===== src/rtl/mem_bus_ctrl.sv =====
// mem_bus_ctrl: turns SLC-3 control-unit strobes into async-SRAM bus cycles with wait states,
// and serves the memory-mapped I/O word. Define IO_HEX_EN to add the HEX_out display register.
module mem_bus_ctrl #(
   parameter int unsigned WAIT_CYCLES = 1,
   parameter logic [15:0] IO_ADDR     = 16'hFFFF
) (
   input  logic        Clk,
   input  logic        Reset_n,
   input  logic        Mem_CE,
   input  logic        Mem_OE,
   input  logic        Mem_WE,
   input  logic        Mem_UB,
   input  logic        Mem_LB,
   input  logic [15:0] ADDR,
   input  logic [15:0] Data_from_CPU,
   input  logic [15:0] Switches,
   output logic [15:0] Data_to_CPU,
   output logic        Mem_ready,
   output logic        Busy,
   output logic        Req_dropped,
   output logic [19:0] SRAM_ADDR,
   input  logic [15:0] SRAM_DQ_in,
   output logic [15:0] SRAM_DQ_out,
   output logic        SRAM_DQ_oe,
   output logic        SRAM_CE_N,
   output logic        SRAM_OE_N,
   output logic        SRAM_WE_N,
   output logic        SRAM_UB_N,
   output logic        SRAM_LB_N
`ifdef IO_HEX_EN
   ,
   output logic [15:0] HEX_out
`endif
);

   localparam logic [2:0] IDLE     = 3'd0;
   localparam logic [2:0] RD_ACC   = 3'd1;
   localparam logic [2:0] WR_SETUP = 3'd2;
   localparam logic [2:0] WR_PULSE = 3'd3;
   localparam logic [2:0] WR_HOLD  = 3'd4;
   localparam logic [2:0] DONE     = 3'd5;

   localparam logic [2:0] WAIT_INIT = 3'(WAIT_CYCLES);

   logic [2:0] state;
   logic [2:0] state_nx;
   logic [2:0] wait_cnt;
   logic       prev_oe;
   logic       prev_we;
   logic       ub_en;
   logic       lb_en;
   logic       rd_req;
   logic       wr_req;
   logic       any_req;
   logic       accept;
   logic       io_hit;
   logic       io_wr;
   logic       active_nx;
   logic       ub_sel;
   logic       lb_sel;

   // Requests are falling edges of the strobes, so a held level never starts a second cycle
   assign rd_req  = ~Mem_CE & prev_oe & ~Mem_OE;
   assign wr_req  = ~Mem_CE & prev_we & ~Mem_WE;
   assign any_req = rd_req | wr_req;
   assign accept  = (state == IDLE) & any_req;
   assign io_hit  = (ADDR == IO_ADDR);

`ifdef IO_HEX_EN
   assign io_wr = io_hit;
`else
   assign io_wr = 1'b0;
`endif

   assign Busy      = (state != IDLE);
   assign active_nx = (state_nx == RD_ACC) | (state_nx == WR_SETUP) |
                      (state_nx == WR_PULSE) | (state_nx == WR_HOLD);
   assign ub_sel    = accept ? ~Mem_UB : ub_en;
   assign lb_sel    = accept ? ~Mem_LB : lb_en;

   always_comb begin
      state_nx = state;
      case (state)
         IDLE: begin
            if (wr_req)
               state_nx = io_wr ? DONE : WR_SETUP;
            else if (rd_req)
               state_nx = io_hit ? DONE : RD_ACC;
         end
         RD_ACC:   if (wait_cnt == 3'd0) state_nx = DONE;
         WR_SETUP: state_nx = WR_PULSE;
         WR_PULSE: if (wait_cnt == 3'd0) state_nx = WR_HOLD;
         WR_HOLD:  state_nx = DONE;
         DONE:     state_nx = IDLE;
         default:  state_nx = IDLE;
      endcase
   end

   always_ff @(posedge Clk or negedge Reset_n) begin
      if (!Reset_n) begin
         state    <= IDLE;
         wait_cnt <= 3'd0;
         prev_oe  <= 1'b1;
         prev_we  <= 1'b1;
      end else begin
         state   <= state_nx;
         prev_oe <= Mem_OE;
         prev_we <= Mem_WE;
         if (state_nx != state)
            wait_cnt <= WAIT_INIT;
         else if (wait_cnt != 3'd0)
            wait_cnt <= wait_cnt - 3'd1;
      end
   end

   // Pin values are decoded from the next state so every SRAM control leaves a flop
   always_ff @(posedge Clk or negedge Reset_n) begin
      if (!Reset_n) begin
         SRAM_ADDR   <= 20'h00000;
         SRAM_DQ_out <= 16'h0000;
         SRAM_DQ_oe  <= 1'b0;
         SRAM_CE_N   <= 1'b1;
         SRAM_OE_N   <= 1'b1;
         SRAM_WE_N   <= 1'b1;
         SRAM_UB_N   <= 1'b1;
         SRAM_LB_N   <= 1'b1;
         ub_en       <= 1'b0;
         lb_en       <= 1'b0;
         Data_to_CPU <= 16'h0000;
         Mem_ready   <= 1'b0;
         Req_dropped <= 1'b0;
`ifdef IO_HEX_EN
         HEX_out     <= 16'h0000;
`endif
      end else begin
         if (accept) begin
            SRAM_ADDR   <= {4'b0000, ADDR};
            SRAM_DQ_out <= Data_from_CPU;
            ub_en       <= ~Mem_UB;
            lb_en       <= ~Mem_LB;
         end
         if (accept && !wr_req && io_hit)
            Data_to_CPU <= Switches;
         else if ((state == RD_ACC) && (state_nx == DONE))
            Data_to_CPU <= SRAM_DQ_in;
`ifdef IO_HEX_EN
         if (accept && wr_req && io_wr)
            HEX_out <= Data_from_CPU;
`endif
         if ((state != IDLE) && any_req)
            Req_dropped <= 1'b1;
         Mem_ready  <= (state != DONE) && (state_nx == DONE);
         SRAM_CE_N  <= ~active_nx;
         SRAM_OE_N  <= (state_nx != RD_ACC);
         SRAM_WE_N  <= (state_nx != WR_PULSE);
         SRAM_DQ_oe <= active_nx && (state_nx != RD_ACC);
         SRAM_UB_N  <= ~(active_nx & ub_sel);
         SRAM_LB_N  <= ~(active_nx & lb_sel);
      end
   end

endmodule


===== config.mk =====
export PLATFORM = sky130hd
export DESIGN_NAME = mem_bus_ctrl
export DESIGN_NICKNAME = d
export VERILOG_FILES = /design/src/rtl/mem_bus_ctrl.sv
export SDC_FILE = /design/constraint.sdc
export NUM_CORES = 1
export LEC_CHECK = 0
export CORE_UTILIZATION = 42
export CTS_BUF_LIST = sky130_fd_sc_hd__clkbuf_8
export DETAILED_ROUTE_END_ITERATION = 6
export PLACE_DENSITY = 0.82
export SYNTH_ARGS = -nofsm -noshare
export SYNTH_HDL_FRONTEND = slang
export SYNTH_SLANG_ARGS = --single-unit

===== constraint.sdc =====
create_clock -name Clk -period 3.45 [get_ports Clk]
set_input_delay 0.345 -clock Clk [delete_from_list [all_inputs] [get_ports Clk]]
set_output_delay 0.345 -clock Clk [all_outputs]
set_load 0.05 [all_outputs]

== Yosys cells after proc, flatten, opt, wreduce, memory -nomap -nowiden ==
Index checks and enable logic that the tools add are counted.
Widths: inputs -> output; s select.
Operators by class
  magnitude comparators: 0
  equal/unequal tests: 14
  divide/modulo/power cells: 0
  reductions and logical operators: 13
  multiplexer cells: 12
  shift operators: 0
  bitwise logic cells: 19
  multiply operators: 0
  $add $sub $neg: 1
Operators by type and width (count)
  $mux 16: 2
  $mux 3: 7
  $eq 16x16->1 const B: 1
  $pmux 3 s5: 1
  $eq 3x2->1 const B: 4
  $eq 3x3->1 const B: 3
  $not 1->1: 8
  $and 1x1->1: 7
  $eq 3x1->1 const B: 2
  $logic_and 1x1->1: 6
  $logic_not 3->1: 2
  $reduce_bool 3->1: 2
  $or 1x1->1: 4
  $reduce_bool 2->1: 2
  $ne 3x1->1 const B: 1
  $ne 3x2->1 const B: 1
  $ne 3x3->1: 1
  $ne 3x3->1 const B: 1
  $sub 3x1->3 const B: 1
  $mux 1: 2
  $logic_not 1->1: 1
Word-level totals
  input port bits: 71
  memories kept: 0
  output and inout port bits: 61
  memory bits (read-only): 0
  bits in writable memories: 0
  bits in latches: 0
  logic and storage cells: 76
  flip-flop bits (word level): 66

== Longest topological paths before layout ==
Gate-level depths: netlist of run 1.
  depth in word-level cells: 12
  mapped depth: 8
  depth with buffers taken out: 7

== Worst setup path before layout of run 1 ==
Ideal clock, no wire load.
  path type: flip-flop to flip-flop
  start point: register state[2]
  end point: register SRAM_DQ_out[10]
  clock period less this slack: 2057 ps
  buffers on the path: 3
  cell stages (with the launch flop): 7
  data required time: 3325 ps
  setup time: 125 ps
  setup slack: 1393 ps
  arrival time: 1932 ps
  cells stage by stage: dfrtp_1 > buf_6 > or3_1 > buf_6 > a211oi_4 > buf_6 > mux2_2
On the way
  longest elaborated chain between the ends: 2
RTL lines
  start, declared: line 45  | logic [2:0] state;
  start signal, assigned: line 106  | state <= state_nx;
  $logic_not 3->1: line 66  | assign accept = (state == IDLE) & any_req;
  $and 1x1->1: line 66
  end signal, assigned: line 138  | SRAM_DQ_out <= Data_from_CPU;
  end, declared: line 23  | output logic [15:0] SRAM_DQ_out,
No other way between the ends.
A chain may end at the register's enable or synchronous reset.

== Worst setup path after layout of run 1 ==
  start point: register state[2]
  end point: output port Busy
On the way
  longest elaborated chain between the ends: 1
RTL lines
  $reduce_bool 3->1: line 75  | assign Busy = (state != IDLE);
  end, declared: line 19  | output logic Busy,
No other way between the ends.

==> results of run 1 <==
worst max-delay path by stage:
| stage | from | to | cells past startpoint |
|---|---|---|---|
| final | state[2] | Busy | 2 |
| after global routing | state[2] | Busy | 2 |
| after CTS | state[2] | Busy | 2 |
| after detailed placement | Mem_OE | SRAM_DQ_out[3] | 5 |
| after global placement | Mem_OE | SRAM_DQ_out[11] | 5 |
| after floorplan | state[2] | SRAM_DQ_out[10] | 6 |
sequential cells by signal, summed over array words and instances, names as in the netlist:
| name | count |
|---|---|
| Data_to_CPU | 16 |
| SRAM_ADDR | 16 |
| SRAM_DQ_out | 16 |
| state | 3 |
| wait_cnt | 3 |
| Mem_ready | 1 |
| Req_dropped | 1 |
| SRAM_CE_N | 1 |
| SRAM_DQ_oe | 1 |
| SRAM_LB_N | 1 |
| SRAM_OE_N | 1 |
| SRAM_UB_N | 1 |
| SRAM_WE_N | 1 |
| lb_en | 1 |
| prev_oe | 1 |
| prev_we | 1 |
| ub_en | 1 |
synth_stat cells, drive strengths merged:
| library cell | number |
|---|---|
| xnor2 | 1 |
| nor3b | 1 |
| o21bai | 1 |
| nor2 | 24 |
| and3b | 1 |
| nand4b | 1 |
| a21o | 1 |
| a21oi | 21 |
| clkbuf | 2 |
| a211oi | 1 |
| nand4 | 4 |
| o211a | 2 |
| buf | 11 |
| ha | 2 |
| dfstp | 7 |
| or3 | 1 |
| nand2b | 4 |
| dfrtp | 59 |
| nand3 | 3 |
| inv | 6 |
| nor3 | 2 |
| nor4 | 1 |
| mux2 | 32 |
| conb | 1 |
| o21ai | 4 |
| and3 | 1 |
| mux2i | 17 |
| o31a | 2 |
| nand2 | 7 |
| or2 | 1 |
| nor2b | 1 |
worst reg2reg max path: cells and delay by family, from the launching register on:
kind,cells,cell delay (ns)
buffers and inverters,1,0.27
and+or+nand+nor,1,0.51
DFF,1,0.46
AOI/OAI and AO/OA,1,0.51
muxes,1,0.38
layer usage:
metal | vias up | GRT usage (%)
met3 | 9 | 6.13
met4 | 0 | 7.05
met5 | - | 0
li1 | 1027 | -
met2 | 102 | 29.9
met1 | 1021 | 23.0
per-stage QoR:
stage,power (uW),instances
2_1_floorplan,3120,225
3_5_place_dp,3970,419
6_report,4610,435
3_3_place_gp,3920,419
5_1_grt,4860,435
4_1_cts,4650,435
cells by family after synthesis:
logic type	synth area share (%)
adders and majority gates	0.890
buffers and inverters	4.49
DFF	59.0
AOI/OAI and AO/OA	7.30
and+or+nand+nor	8.99
muxes	18.9
other	0.133
xor gates and xnor gates	0.311
layout make-up:
cell class,instances,area [um^2]
Fill cell,497,2090
Sequential cell,66,1660
Timing Repair Buffer,130,1300
Multi-Input combinational cell,140,1040
Clock buffer,13,179
Tap cell,77,96.3
Clock inverter,3,37.5
Inverter,6,22.5
where the power goes:
part	switching [uW]	internal, uW
clock	265	408
combinational	1630	960
sequential	188	1160
==> flow_summary.yaml, run 1 <==
setup_path:
  r2r_cells: 4
  rrSetupSlack_ns: 1.21
  crit_path_end_kind: "primary output"
  cp_slowest_stage_delay_ns: 0.75
  criticalPathCategory: "flop to primary output"
  cp-start-kind: "flop"
  crit_chain: "or3_1 -> clkdlybuf4s50_1"
  r2r_start: "state[2]"
  critPathSlowestCell: "clkdlybuf4s50_1"
  r2r_end: "SRAM_DQ_out[3]"
  crit_family: "buffers and inverters"
  cp_max_fo: 10
  cp_num_buf_inv: 1
  cp_data_arrival_time_ns: 2.05
  crit_required_ns: 3.11
routing:
  vias_per_cell: 4.96
  drc_errors: 26
  wl_met1_um: 2590
  drt_pass1_iterations: 6
  ant_nets: 0
  met3RoutedLength_um: 624
  highest_layer: "met4"
  wl_um: 6110
  drtIter0Drc: 107
  wl_met2_um: 2810
  wl_per_cell_um: 14.1
  vias: 2159
synthesis:
  synth_top_area_share_pct: 52.5
  synth.area.top_cells: "dfrtp_1, mux2_2, dfstp_2"
  yosysUniqueCellTypes: 36
  synth.avg_cell_area_um2: 12.7
  ys_ff_latch: 66
  ys_warn_count: 0
  ys_seq_area_share_pct: 59.0
  synth_top_cell_by_area: "dfrtp_1"
  synth_area_um2: 2810
  synthCells: 222
placement:
  gp_congestion: 0.820
  hpwl_um: 4530
  port_buffers: 127
  pre_cts_ws_ns: 1.09
  place_area_um2: 4120
layout:
  drive_gt1_share_pct: 15.4
  fin_nets: 426
  design_area_um2: 4330
  utilization_pct: 67.5
  areaGrowthSynthToFinish_pct: 54.1
  final_cell_mix: "clkdlybuf4s50_1, dfrtp_1, mux2_2"
  final_common_cell: "clkdlybuf4s50_1"
  n_antenna_cell: 0
clocking:
  cts_resized: 0
  cts_buffers: 9
  numClockSinks: 66
  clock_latency_ns: 0.32
  cts_tree: "done"
  cts_hold_buffers: 0
  cts_root_buf: "clkbuf_8"
  cts_setup_buffers: 0
  clk_pin_slew_worst_paths_ns: 0.07
  cts_buffer_depth: 2
  htree_num_levels: 3
timing:
  finalSetupViolCount: 0
  period_needed_ns: 2.40
  relSlewSlack_pct: 40.0
  finalCritPeriodShare_pct: 69.5
  fmax_mhz: 417
  fin_setup_tns_ns: 0
  skew_ns: 0.00700
  whs_ns: 0.0615
  finalHoldViolCount: 0
  fin_ws_ns: 1.05
  maxSlewViolCount: 0
  rsz0062_at_grt: "no"
  worst_pin_slew_ns: 0.898
min_path:
  hold_class: "input port to asynchronous set/reset pin"
power:
  leakagePower_uw: 0.00194
  max-vdd-ir-drop_v: 0.000553
  power_density_nw_per_um2: 1060
global_route:
  grt_pass1_vias: 2224
  grt-ovfl-total: 0
  antenna_found_initial: 0
  grt_use_total_pct: 18.5
  grt_start_max_net_pins: 37
  grt_pass1_wl_um: 10200
die:
  io-pin-count: 132
  fp.dieArea_um2: 7030
  die_h_um: 83.8
  rows: 29
  core_um2: 6420
  initial_core_util_pct: 43.8
  fp.dieW_um: 83.8
outcome:
  status: "finished with violations"
  violations: "DRC"
flow_run:
  max_cap_violations: 0
Power figures use the tool's default switching activity.
==> run 2: changes to the inputs <==
==> constraint.sdc (replaced) <==
create_clock -name Clk -period 2.4 [get_ports Clk]
set_input_delay 0.24 -clock Clk [delete_from_list [all_inputs] [get_ports Clk]]
set_output_delay 0.24 -clock Clk [all_outputs]
set_load 0.05 [all_outputs]
==> flow_summary.yaml, run 2 (synthesis results as in run 1) <==
outcome:
  status: "finished with violations"
  violations: "DRC"
timing:
  relSlewSlack_pct: 57.6
  fin_setup_tns_ns: 0
  finalSetupViolCount: 0
  rsz0062_at_grt: "no"
  period_needed_ns: 2.32
  finalHoldViolCount: 0
  worst_pin_slew_ns: 0.636
  skew_ns: 0.00672
  maxSlewViolCount: 0
  finalCritPeriodShare_pct: 96.8
  fmax_mhz: 430
setup_path:
  crit_required_ns: 2.16
  cp_max_fo: 10
  crit_family: "buffers and inverters"
  crit_path_end_kind: "primary output"
  cp_slowest_stage_delay_ns: 0.75
  r2r_cells: 6
  criticalPathCategory: "flop to primary output"
  cp_num_buf_inv: 1
  r2r_end: "SRAM_UB_N"
  cp-start-kind: "flop"
  r2r_start: "state[2]"
  cp_data_arrival_time_ns: 2.08
  critPathSlowestCell: "clkdlybuf4s50_1"
  crit_chain: "or3_1 -> clkdlybuf4s50_1"
  rrSetupSlack_ns: 0.38
layout:
  multiInputGateArea_um2: 1040
  final_common_cell: "clkdlybuf4s50_1"
  drive_gt1_share_pct: 16.6
  areaGrowthSynthToFinish_pct: 55.1
  n_antenna_cell: 0
  top_regs: "Data_to_CPU x16, SRAM_ADDR x16, SRAM_DQ_out x16"
  nFillCells: 471
  final_cell_mix: "clkdlybuf4s50_1, dfrtp_1, mux2_2"
  fin_nets: 430
  register_area_um2: 1660
global_route:
  grt_start_max_net_pins: 37
  antenna_found_initial: 0
  grt_use_total_pct: 19.7
  grt-ovfl-total: 0
  grt_pass1_wl_um: 10800
  grt_pass1_vias: 2242
clocking:
  cts_buffer_depth: 2
  cts_resized: 0
  cts_buffers: 9
  cts_tree: "done"
  clk_pin_slew_worst_paths_ns: 0.07
  cts_root_buf: "clkbuf_8"
  htree_num_levels: 3
  clock_latency_ns: 0.33
  numClockSinks: 66
power:
  power_uw: 6670
  power_density_nw_per_um2: 1530
  max-vdd-ir-drop_v: 0.00101
  intPower_uw: 3590
  p_switching_uw: 3080
  clockPowerShare_pct: 14.5
  leakagePower_uw: 0.00194
  seq_power_share_pct: 29.0
  comb_power_share_pct: 56.5
  switching_share_pct: 46.2
routing:
  wl_met2_um: 3170
  drtIter0Drc: 146
  wl_um: 6480
  drc_errors: 26
  ant_nets: 0
  highest_layer: "met4"
  met3RoutedLength_um: 596
  vias: 2179
  wl_met1_um: 2630
  wl_per_cell_um: 14.8
  vias_per_cell: 4.96
  drt_pass1_iterations: 6
die:
  io-pin-count: 132
  initial_core_util_pct: 43.8
  rows: 29
  die_h_um: 83.8
  fp.dieArea_um2: 7030
  fp.dieW_um: 83.8
  core_um2: 6420
min_path:
  hold_start: "Mem_WE"
  whs_endpoint: "prev_we"
  hold_class: "input port to flop"
  min_delay_path_depth: 1
placement:
  hpwl_um: 4870
  gp_congestion: 0.839
  port_buffers: 127
flow_run:
  max_cap_violations: 0
[run 2: cell types whose count changed in the layout (fill, tap and decap cells not counted), sizes merged]
cell / before / now
clkbuf: 13 / 11
buf: 4 / 7
dlygate4sd3: 0 / 1
inv: 8 / 7
clkinvlp: 0 / 3
[run 2: power by group through the flow]
stage / logic (uW) / registers, uW / clock network [uW]
2_1_floorplan: 927 / 3550 / 0
3_3_place_gp: 3720 / 1920 / 0
3_5_place_dp: 3790 / 1950 / 0
4_1_cts: 3800 / 1940 / 1000
5_1_grt: 3950 / 2000 / 1050
6_report: 3770 / 1930 / 969
[run 2: timing repair]
action	CTS	global route
hold buffers	1	0
buffers inserted	0	0
endpoints found under the hold margin	20	0
[run 2: final cells by class]
| type | instances | area share (%) |
|---|---|---|
| tap | 77 | 2.21 |
| timing repair buffer | 134 | 30.6 |
| clock buffer | 11 | 3.47 |
| sequential | 66 | 38.1 |
| multi-input combinational | 140 | 23.8 |
| inverter | 6 | 0.516 |
| clock inverter | 5 | 1.41 |
[run 2: layer usage]
layer | GRT usage [%] | vias to the layer above
met5 | 0 | -
met4 | 7.05 | 0
met3 | 5.54 | 9
li1 | - | 1040
met2 | 32.4 | 98
met1 | 24.8 | 1032
[run 2: worst max-delay path by stage]
stage / startpoint / end / slack, ns / cells past startpoint
after CTS: state[2] / Busy / 0.07 / 2
after detailed placement: state[2] / SRAM_UB_N / 0.40 / 6
after floorplan: state[2] / SRAM_DQ_out[10] / 0.34 / 6
after global placement: state[2] / SRAM_UB_N / 0.43 / 6
final: state[2] / Busy / 0.08 / 2
after global routing: state[2] / Busy / 0.003 / 2
[run 2: per-stage QoR]
step	worst slack (ns)	area (um^2)	instances	utilization, %	hold slack, ns
floorplan	0.343	2820	225	-	-0.0556
global placement	0.428	4140	422	64.5	0.293
detailed placement	0.400	4140	422	64.5	0.303
CTS	0.0717	4360	439	67.9	0.310
global route	0.00301	4360	439	67.9	0.327
finish	0.0766	4360	439	67.9	0.327
